## config.mk

```make
export PLATFORM = sky130hd
export DESIGN_NAME = ldpc_cn_minsum
export DESIGN_NICKNAME = d
export VERILOG_FILES = /design/src/rtl/ldpc_cn_minsum.sv
export SDC_FILE = /design/constraint.sdc
export NUM_CORES = 1
export LEC_CHECK = 0
export BUFFER_PORTS_ARGS = -buffer_cell sky130_fd_sc_hd__buf_4
export CAP_MARGIN = 10
export CORE_UTILIZATION = 35
export DETAILED_ROUTE_END_ITERATION = 10
export PLACE_DENSITY_LB_ADDON = 0.12
export SETUP_SLACK_MARGIN = 0.05
export SYNTH_ARGS = -nofsm -noshare
export SYNTH_HDL_FRONTEND = slang
export SYNTH_SLANG_ARGS = --single-unit
```

## constraint.sdc

```tcl
create_clock -name clk_i -period 4 [get_ports clk_i]
set_clock_uncertainty 0.15 [all_clocks]
set_input_delay 0.4 -clock clk_i [delete_from_list [all_inputs] [get_ports clk_i]]
set_output_delay 0.4 -clock clk_i [all_outputs]
set_load 0.02 [all_outputs]
```

## src/rtl/ldpc_cn_minsum.sv

```systemverilog
// ---------------------------------------------------------------------------
// ldpc_cn_minsum
//
// Min-sum check-node processor for LDPC decoding. It consumes one check node's
// int8 variable-to-check messages, tracks min1, min2, the index of min1 and
// the sign parity, and then streams the check-to-variable messages back out.
//
// Handshake rule (both sides): a transfer happens on a rising clk edge where
// valid and ready are both high. A producer keeps its valid and payload
// stable until that transfer. in_ready_o and out_valid_o depend only on
// registered state.
//
// Optional build macro:
//   LDPC_CN_OFFSET_EN - offset min-sum. In EMIT each magnitude is reduced by
//                       one, stopping at zero, before the sign is applied.
//
// Ports:
//   clk_i        clock
//   rst_i        synchronous active-high reset
//   start_i      one-cycle pulse that begins a node; honoured only in IDLE
//   cfg_deg_i    node degree, sampled with start_i (0 = ignore,
//                clamped to MAX_DEG)
//   in_valid_i   variable-to-check message valid
//   in_ready_o   high throughout ACCUM
//   in_msg_i     signed int8 variable-to-check message
//   out_valid_o  high throughout EMIT
//   out_ready_i  downstream ready
//   out_msg_o    signed int8 check-to-variable message (-127..127)
//   out_idx_o    edge index of out_msg_o
//   busy_o       high in ACCUM and EMIT
//   done_o       one-cycle pulse in the IDLE cycle after the last output
//   dbg_state_o  current FSM state (0 IDLE, 1 ACCUM, 2 EMIT)
// ---------------------------------------------------------------------------
module ldpc_cn_minsum #(
    parameter int MAX_DEG = 32,
    parameter int IDX_W   = $clog2(MAX_DEG)
) (
    input  logic             clk_i,
    input  logic             rst_i,
    input  logic             start_i,
    input  logic [IDX_W:0]   cfg_deg_i,
    input  logic             in_valid_i,
    output logic             in_ready_o,
    input  logic [7:0]       in_msg_i,
    output logic             out_valid_o,
    input  logic             out_ready_i,
    output logic [7:0]       out_msg_o,
    output logic [IDX_W-1:0] out_idx_o,
    output logic             busy_o,
    output logic             done_o,
    output logic [1:0]       dbg_state_o
);

    typedef enum logic [1:0] {
        S_IDLE  = 2'd0,
        S_ACCUM = 2'd1,
        S_EMIT  = 2'd2
    } state_t;

    localparam logic [IDX_W:0] DEG_MAX = (IDX_W + 1)'(MAX_DEG);

    state_t             state_q, state_d;
    logic [IDX_W:0]     deg_q;
    logic [IDX_W:0]     cnt_q;
    logic [6:0]         min1_q, min2_q;
    logic [IDX_W-1:0]   idx1_q;
    logic               parity_q;
    logic [MAX_DEG-1:0] sign_q;
    logic               done_q;

    logic               start_ok;
    logic               in_fire, out_fire;
    logic               last_cnt;
    logic [IDX_W-1:0]   cnt_idx;
    logic [IDX_W:0]     deg_clamp;
    logic [7:0]         in_neg;
    logic [6:0]         in_mag;
    logic [6:0]         emit_mag;
    logic [6:0]         emit_mag_adj;
    logic               emit_sign;
    logic [7:0]         emit_pos, emit_neg;

    // ------------------------------------------------------------------
    // Control decodes
    // ------------------------------------------------------------------
    assign start_ok  = (state_q == S_IDLE) && start_i && (cfg_deg_i != '0);
    assign in_fire   = (state_q == S_ACCUM) && in_valid_i;
    assign out_fire  = (state_q == S_EMIT) && out_ready_i;
    // cnt_q never reaches deg_q in ACCUM/EMIT, so the low bits address edges.
    assign cnt_idx   = cnt_q[IDX_W-1:0];
    assign last_cnt  = (cnt_q == (deg_q - 1'b1));
    assign deg_clamp = (cfg_deg_i > DEG_MAX) ? DEG_MAX : cfg_deg_i;

    // |in_msg_i| as 7 bits; -128 has no positive twin and saturates to 127.
    assign in_neg = -in_msg_i;
    always_comb begin
        in_mag = in_msg_i[6:0];
        if (in_msg_i == 8'h80) begin
            in_mag = 7'd127;
        end else if (in_msg_i[7]) begin
            in_mag = in_neg[6:0];
        end
    end

    // ------------------------------------------------------------------
    // FSM
    // ------------------------------------------------------------------
    always_ff @(posedge clk_i) begin
        if (rst_i) begin
            state_q <= S_IDLE;
        end else begin
            state_q <= state_d;
        end
    end

    always_comb begin
        state_d = state_q;
        case (state_q)
            S_IDLE:  if (start_ok)             state_d = S_ACCUM;
            S_ACCUM: if (in_fire && last_cnt)  state_d = S_EMIT;
            S_EMIT:  if (out_fire && last_cnt) state_d = S_IDLE;
            default:                           state_d = S_IDLE;
        endcase
    end

    // ------------------------------------------------------------------
    // Datapath
    // ------------------------------------------------------------------
    always_ff @(posedge clk_i) begin
        if (rst_i) begin
            deg_q    <= '0;
            cnt_q    <= '0;
            min1_q   <= '0;
            min2_q   <= '0;
            idx1_q   <= '0;
            parity_q <= 1'b0;
            sign_q   <= '0;
            done_q   <= 1'b0;
        end else begin
            done_q <= 1'b0;
            case (state_q)
                S_IDLE: begin
                    if (start_ok) begin
                        deg_q    <= deg_clamp;
                        cnt_q    <= '0;
                        min1_q   <= 7'd127;
                        min2_q   <= 7'd127;
                        idx1_q   <= '0;
                        parity_q <= 1'b0;
                    end
                end
                S_ACCUM: begin
                    if (in_fire) begin
                        sign_q[cnt_idx] <= in_msg_i[7];
                        parity_q        <= parity_q ^ in_msg_i[7];
                        // Strict compares: on a tie the earlier edge keeps
                        // min1 and the tied value becomes min2.
                        if (in_mag < min1_q) begin
                            min2_q <= min1_q;
                            min1_q <= in_mag;
                            idx1_q <= cnt_idx;
                        end else if (in_mag < min2_q) begin
                            min2_q <= in_mag;
                        end
                        cnt_q <= last_cnt ? '0 : cnt_q + 1'b1;
                    end
                end
                S_EMIT: begin
                    if (out_fire) begin
                        if (last_cnt) begin
                            cnt_q  <= '0;
                            done_q <= 1'b1;
                        end else begin
                            cnt_q <= cnt_q + 1'b1;
                        end
                    end
                end
                default: ;
            endcase
        end
    end

    // ------------------------------------------------------------------
    // Output message: edge idx1 sees min2, every other edge sees min1.
    // The sign is the parity of all other edges, i.e. total parity with
    // this edge's own sign removed.
    // ------------------------------------------------------------------
    assign emit_mag  = (cnt_idx == idx1_q) ? min2_q : min1_q;
    assign emit_sign = parity_q ^ sign_q[cnt_idx];

`ifdef LDPC_CN_OFFSET_EN
    assign emit_mag_adj = (emit_mag == 7'd0) ? 7'd0 : emit_mag - 7'd1;
`else
    assign emit_mag_adj = emit_mag;
`endif

    // A zero magnitude negates to zero, so no -0 can appear.
    assign emit_pos = {1'b0, emit_mag_adj};
    assign emit_neg = -emit_pos;

    assign out_msg_o   = (state_q == S_EMIT) ? (emit_sign ? emit_neg : emit_pos) : 8'd0;
    assign out_idx_o   = (state_q == S_EMIT) ? cnt_idx : '0;
    assign out_valid_o = (state_q == S_EMIT);
    assign in_ready_o  = (state_q == S_ACCUM);
    assign busy_o      = (state_q == S_ACCUM) || (state_q == S_EMIT);
    assign done_o      = done_q;
    assign dbg_state_o = state_q;

endmodule

```

# Yosys cells after proc, flatten, opt, wreduce, memory -nomap -nowiden
# Index checks and enable logic that the tools add are counted.
[totals] ff_bits=67 in_bits=19 out_inout_bits=19 wordCells=91
[classes] addsub=4 magnitude_cmp=5 n_eq_ne=12 n_mux=37 bitwise_logic=4 reduce_logical=20
[op_table] cell="$mux 7" count=9
[op_table] cell="$bwmux 32" count=1
[op_table] cell="$mux 6" count=5
[op_table] cell="$pmux 7 s2" count=2
[op_table] cell="$mux 5" count=4
[op_table] cell="$pmux 6 s3" count=1
[op_table] cell="$mux 8" count=2
[op_table] cell="$lt 7x7->1" count=2
[op_table] cell="$reduce_and 4->1" count=3
[op_table] cell="$ne 2x1->1 const B" count=5
[op_table] cell="$pmux 5 s2" count=1
[op_table] cell="$eq 8x8->1 const B" count=1
[op_table] cell="$neg 7->8" count=1
[op_table] cell="$logic_and 1x1->1" count=7
[op_table] cell="$neg 7->7" count=1
[op_table] cell="$add 6x1->6 const B" count=1
[op_table] cell="$eq 6x6->1" count=1
[op_table] cell="$gt 6x6->1 const B" count=1
[op_table] cell="$lt 5x6->1 const B" count=1
[op_table] cell="$mux 2" count=3
[op_table] cell="$pmux 2 s3" count=1
[op_table] cell="$reduce_and 3->1" count=2
[op_table] cell="$reduce_bool 6->1" count=1
[op_table] cell="$sub 6x1->6 const B" count=1
[op_table] cell="other kinds (18)" count=25

# Logic depth before layout (Yosys ltp)
[depth] word_depth=8 ltp_mapped=17 mapped_depth_nobuf=15

# Worst setup path after synthesis
# OpenSTA, ideal clock, no wires.
[synth_path] kind="input-to-reg" from="input in_msg_i[0]" to="register min2_q[2]" setup_time_ps=136 t_arrival_ps=3395 slack_ps=319 stages=15 path_buffers=1 cell_sequence="inv_1 > ha_1 > or3b_2 > or4_1 > a21boi_0 > o22a_1 > ha_1 > a21o_1 > a21oi_1 > o21a_1 > o2111ai_1 > o21a_1 > buf_2 > a2111oi_0 > a211oi_1"
[synth_via] elab_chain_cells=7 word_cells_on_any_way=12 classes_between="add/sub: 1; order compare: 2; eq/ne: 2; mux: 6; reduce/logical: 1"
[synth_lines] item="start, declared" line_no="44" rtl="input logic [7:0] in_msg_i,"
[synth_lines] item="$neg 7->7" line_no="95" rtl="assign in_neg = -in_msg_i;"
[synth_lines] item="$mux 7" line_no="100" rtl="end else if (in_msg_i[7]) begin"
[synth_lines] item="$mux 7 (*)" line_no="98" rtl="if (in_msg_i == 8'h80) begin"
[synth_lines] item="$lt 7x7->1 / $mux 7 (equally long branches)" line_no="158, 162"
[synth_lines] item="$mux 7" line_no="158" rtl="if (in_mag < min1_q) begin"
[synth_lines] item="$mux 7" line_no="153" rtl="if (in_fire) begin"
[synth_lines] item="$pmux 7 s2" line_no="141" rtl="case (state_q)"
[synth_lines] item="end signal, assigned" line_no="159" rtl="min2_q <= min1_q;"
[synth_lines] item="end signal, assigned" line_no="163" rtl="min2_q <= in_mag;"
[synth_lines] item="end, declared" line_no="65" rtl="logic [6:0] min1_q, min2_q;"
# Mark *: on every way between the ends. The rest lies on a longest branch, timed or not. The select of a mux whose other input is x is not followed.
# A chain may end at the register's enable or synchronous reset.

# Final worst setup path
[layout_path] from="register cnt_q[1]" to="output out_msg_o[2]"
[layout_via] elab_chain_cells=5 word_cells_on_any_way=8 classes_between="add/sub: 1; eq/ne: 1; mux: 5; bitwise: 1"
[layout_lines] item="start, declared" line_no="64" rtl="logic [IDX_W:0] cnt_q;"
[layout_lines] item="start signal, assigned" line_no="165" rtl="cnt_q <= last_cnt ? '0 : cnt_q + 1'b1;"
[layout_lines] item="start signal, assigned" line_no="174" rtl="cnt_q <= cnt_q + 1'b1;"
[layout_lines] item="$eq 5x5->1 / $bmux 1 s5 (equally long branches)" line_no="188, 189"
[layout_lines] item="$mux 7 / $mux 1 (equally long branches)" line_no="188, 189"
[layout_lines] item="$neg 7->8 / $xor 1x1->1 (equally long branches)" line_no="199, 189"
[layout_lines] item="$mux 8 (*) (2 in a row)" line_no="201" rtl="assign out_msg_o = (state_q == S_EMIT) ? (emit_sign ? emit_neg : emit_pos) : 8'd0;"
[layout_lines] item="end, declared" line_no="47" rtl="output logic [7:0] out_msg_o,"
# Marked as above.

==> flow_metrics.env <==
export IMPL_core_um2=11600
export IMPL_die_w_um=112
export IMPL_synth_area_top_cells="dfxtp_1, mux2i_1, nor2_1, ha_1, a21oi_1"
export IMPL_stdcell_count=719
export IMPL_boundaryPins=38
export IMPL_post_cts_resized=0
export IMPL_firstDrtPassIters=7
export IMPL_cts_sinks=67
export IMPL_synth_top_cell_area_share=0.317
export IMPL_clk_path_buf_depth=2
export IMPL_clkTransAtPathRegs_ps=60
export IMPL_hold_path_class="in -> reg"
export IMPL_numCtsBuffers=9
export IMPL_violations="design-rule violations"
export IMPL_critical_path_endpoint_type="output pin"
export IMPL_worstMarginPinSlew_ps=724
export IMPL_netlist_area_um2=4240
export IMPL_cts_hold_repair_buffers=0
export IMPL_synth_largest_area_cell="dfxtp_1"
export IMPL_synth_avg_cell_area_um2=7.77
export IMPL_insertion_delay_ps=340
export IMPL_route_detailed_drc=2
export IMPL_synth_most_common_cell="nor2_1"
export IMPL_min_path_cells=3
export IMPL_critPathSlowestCell="nand4_1"
export IMPL_port_buffers=37
export IMPL_drtAntennaViolNets=0
export IMPL_post_drt_wl_per_cell_um=15.2
export IMPL_cp_common_cell="buf_4"
export IMPL_max_cap_violations=0
export IMPL_yosysSeqAreaShare=0.317
export IMPL_gp_congestion=0.822
export IMPL_crit_path_max_incr_delay_ps=440
export IMPL_hold_viol_final=0
export IMPL_ys_types=56
export IMPL_rr_worst_depth=7
export IMPL_async_flop_share=0
export IMPL_path_buf_inv=2
export IMPL_post_cts_repair_setup_buffers=0
export IMPL_antennaDiodeCount=0
export IMPL_status="complete, but fails checks"
export IMPL_slew_limit_headroom=0.517
export IMPL_setup_viol=0
export IMPL_layout_min_cycle_time_ps=3670
export IMPL_reg2reg_setup_slack_ps=1130
export IMPL_ys_warn_count=0
export IMPL_fin_setup_tns_ps=0
export IMPL_synthCells=545
export IMPL_cp_num_cells=9
export IMPL_antenna_found_initial=0
export IMPL_fmax_mhz=273
export IMPL_num_vias=3803
export IMPL_grt_pass1_vias=3682
export IMPL_grt_max_degree=64
export IMPL_path_max_fanout=14
export IMPL_critical_path_required_ps=3450
export IMPL_grt_total_usage=0.182
export IMPL_crit_chain="buf_4, mux2i_1, o22ai_1, or3_1, o211ai_1, nand4_1, o21a_1, nor3_1, buf_4"
export IMPL_synth_seq_cells=67
export IMPL_ir_drop_uv=282
export IMPL_synth_edf_count=0
export IMPL_dpl_hpwl_um=7780
export IMPL_clk_root_buffer_cell="clkbuf_16"
export IMPL_area_growth_pct=16.7
export IMPL_via_per_inst=5.29
export IMPL_drtIter0Drc=192
export IMPL_grt_pass1_wl_um=18100
export IMPL_synth_main_ff_cell="dfxtp_1"
export IMPL_layout_nets=612
export IMPL_path_class="reg -> out"
export IMPL_rsz0062_at_grt="false"
export IMPL_start_util=0.365
export IMPL_power_density_nw_per_um2=566
export IMPL_htree_levels=3
export IMPL_slew_viol_final=0
export IMPL_cts_tree="done"
export IMPL_layout_drive_gt1_share=0.130
export IMPL_grt_overflow_total=0
export IMPL_cp_start_kind="register"
export IMPL_post_route_period_util=0.917
export IMPL_synth_common_cells="nor2_1, dfxtp_1, a21oi_1"
export IMPL_critPathTopFamily="simple AND/OR/NAND/NOR gates"
export IMPL_wl_um=10900
export IMPL_synth_nets=586
export IMPL_arrival_ps=3120
export IMPL_die_h_um=112
export IMPL_die_area_um2=12500
export IMPL_leakage_nw=1.78
export IMPL_core_rowCount=39
export IMPL_placed_cells=703
export IMPL_power_mw=2.80
report_power, final:
group | switching [mW] | internal (mW)
logic | 0.696 | 0.454
clock network | 0.312 | 0.502
registers | 0.0827 | 0.753
total | 1.09 | 1.71
logic make-up (layout without fill, tap and decap cells):
logic type	Yosys count	in the layout	synth area share
compound gates	130	130	0.196
xor+xnor	17	17	0.0428
fa+ha+maj	22	22	0.0650
buf+inv	65	96	0.0647
flops	67	67	0.317
mux	38	38	0.0898
simple gates	206	206	0.225
worst paths after layout:
check,end,from
setup / recovery,out_msg_o[2],cnt_q[1]$_SDFFE_PP0P_
hold / removal,deg_q[5]$_SDFFE_PP0P_,start_i
setup reg to reg,dbg_state_o[1]$_SDFFE_PP0P_,deg_q[0]$_SDFFE_PP0P_
hold reg to reg,sign_q[9]$_SDFFE_PP0P_,sign_q[9]$_SDFFE_PP0P_
registers in the layout, indices dropped and copies added, names as in the netlist:
register and cells:
min2_q 7, min1_q 7, sign_q 32, deg_q 6, parity_q 1, cnt_q 6, done_o 1, idx1_q 5
dbg_state_o 2
tightest hold or removal path, delay by kind of cell:
family / cells / cell delay (ps)
simple gates: 1 / 70
buf+inv: 1 / 120
compound gates: 1 / 60
layout by cell type, fill, tap and decap left out, drive strengths merged, types with 10 or more instances in the layout:
master,instances
o21a,10
nor3,22
clkbuf,11
inv,28
o21ai,23
dfxtp,67
ha,22
nor2,98
buf,52
mux2i,38
nand2,38
a21oi,44
cell type report:
cell class,instances,area [um2]
clock inverters,5,62.6
inverters,28,105
clock buffers,11,243
fillers,1193,6670
flip-flops and latches,67,1340
repair buffers,52,390
well taps,143,179
multi-input cells,413,2620
layer usage:
layer,vias to the layer above,global-route usage,wire (um)
li1,1963,-,-
met1,1792,0.221,5230
met2,38,0.317,5220
met3,10,0.0464,326
met4,0,0.0542,114
met5,-,0,0
per-stage QoR:
step / setup WS [ps] / utilization / hold slack, ps / area [um2]
after detailed placement: -12.7 / 0.399 / 315 / 4640
after CTS: 277 / 0.426 / 189 / 4940
after global placement: 127 / 0.399 / 311 / 4640
final: 334 / 0.426 / 198 / 4940
after floorplan: 319 / - / 303 / 4240
after global routing: 78.8 / 0.426 / 208 / 4940
No activity file was read; power rests on OpenSTA's default activity.
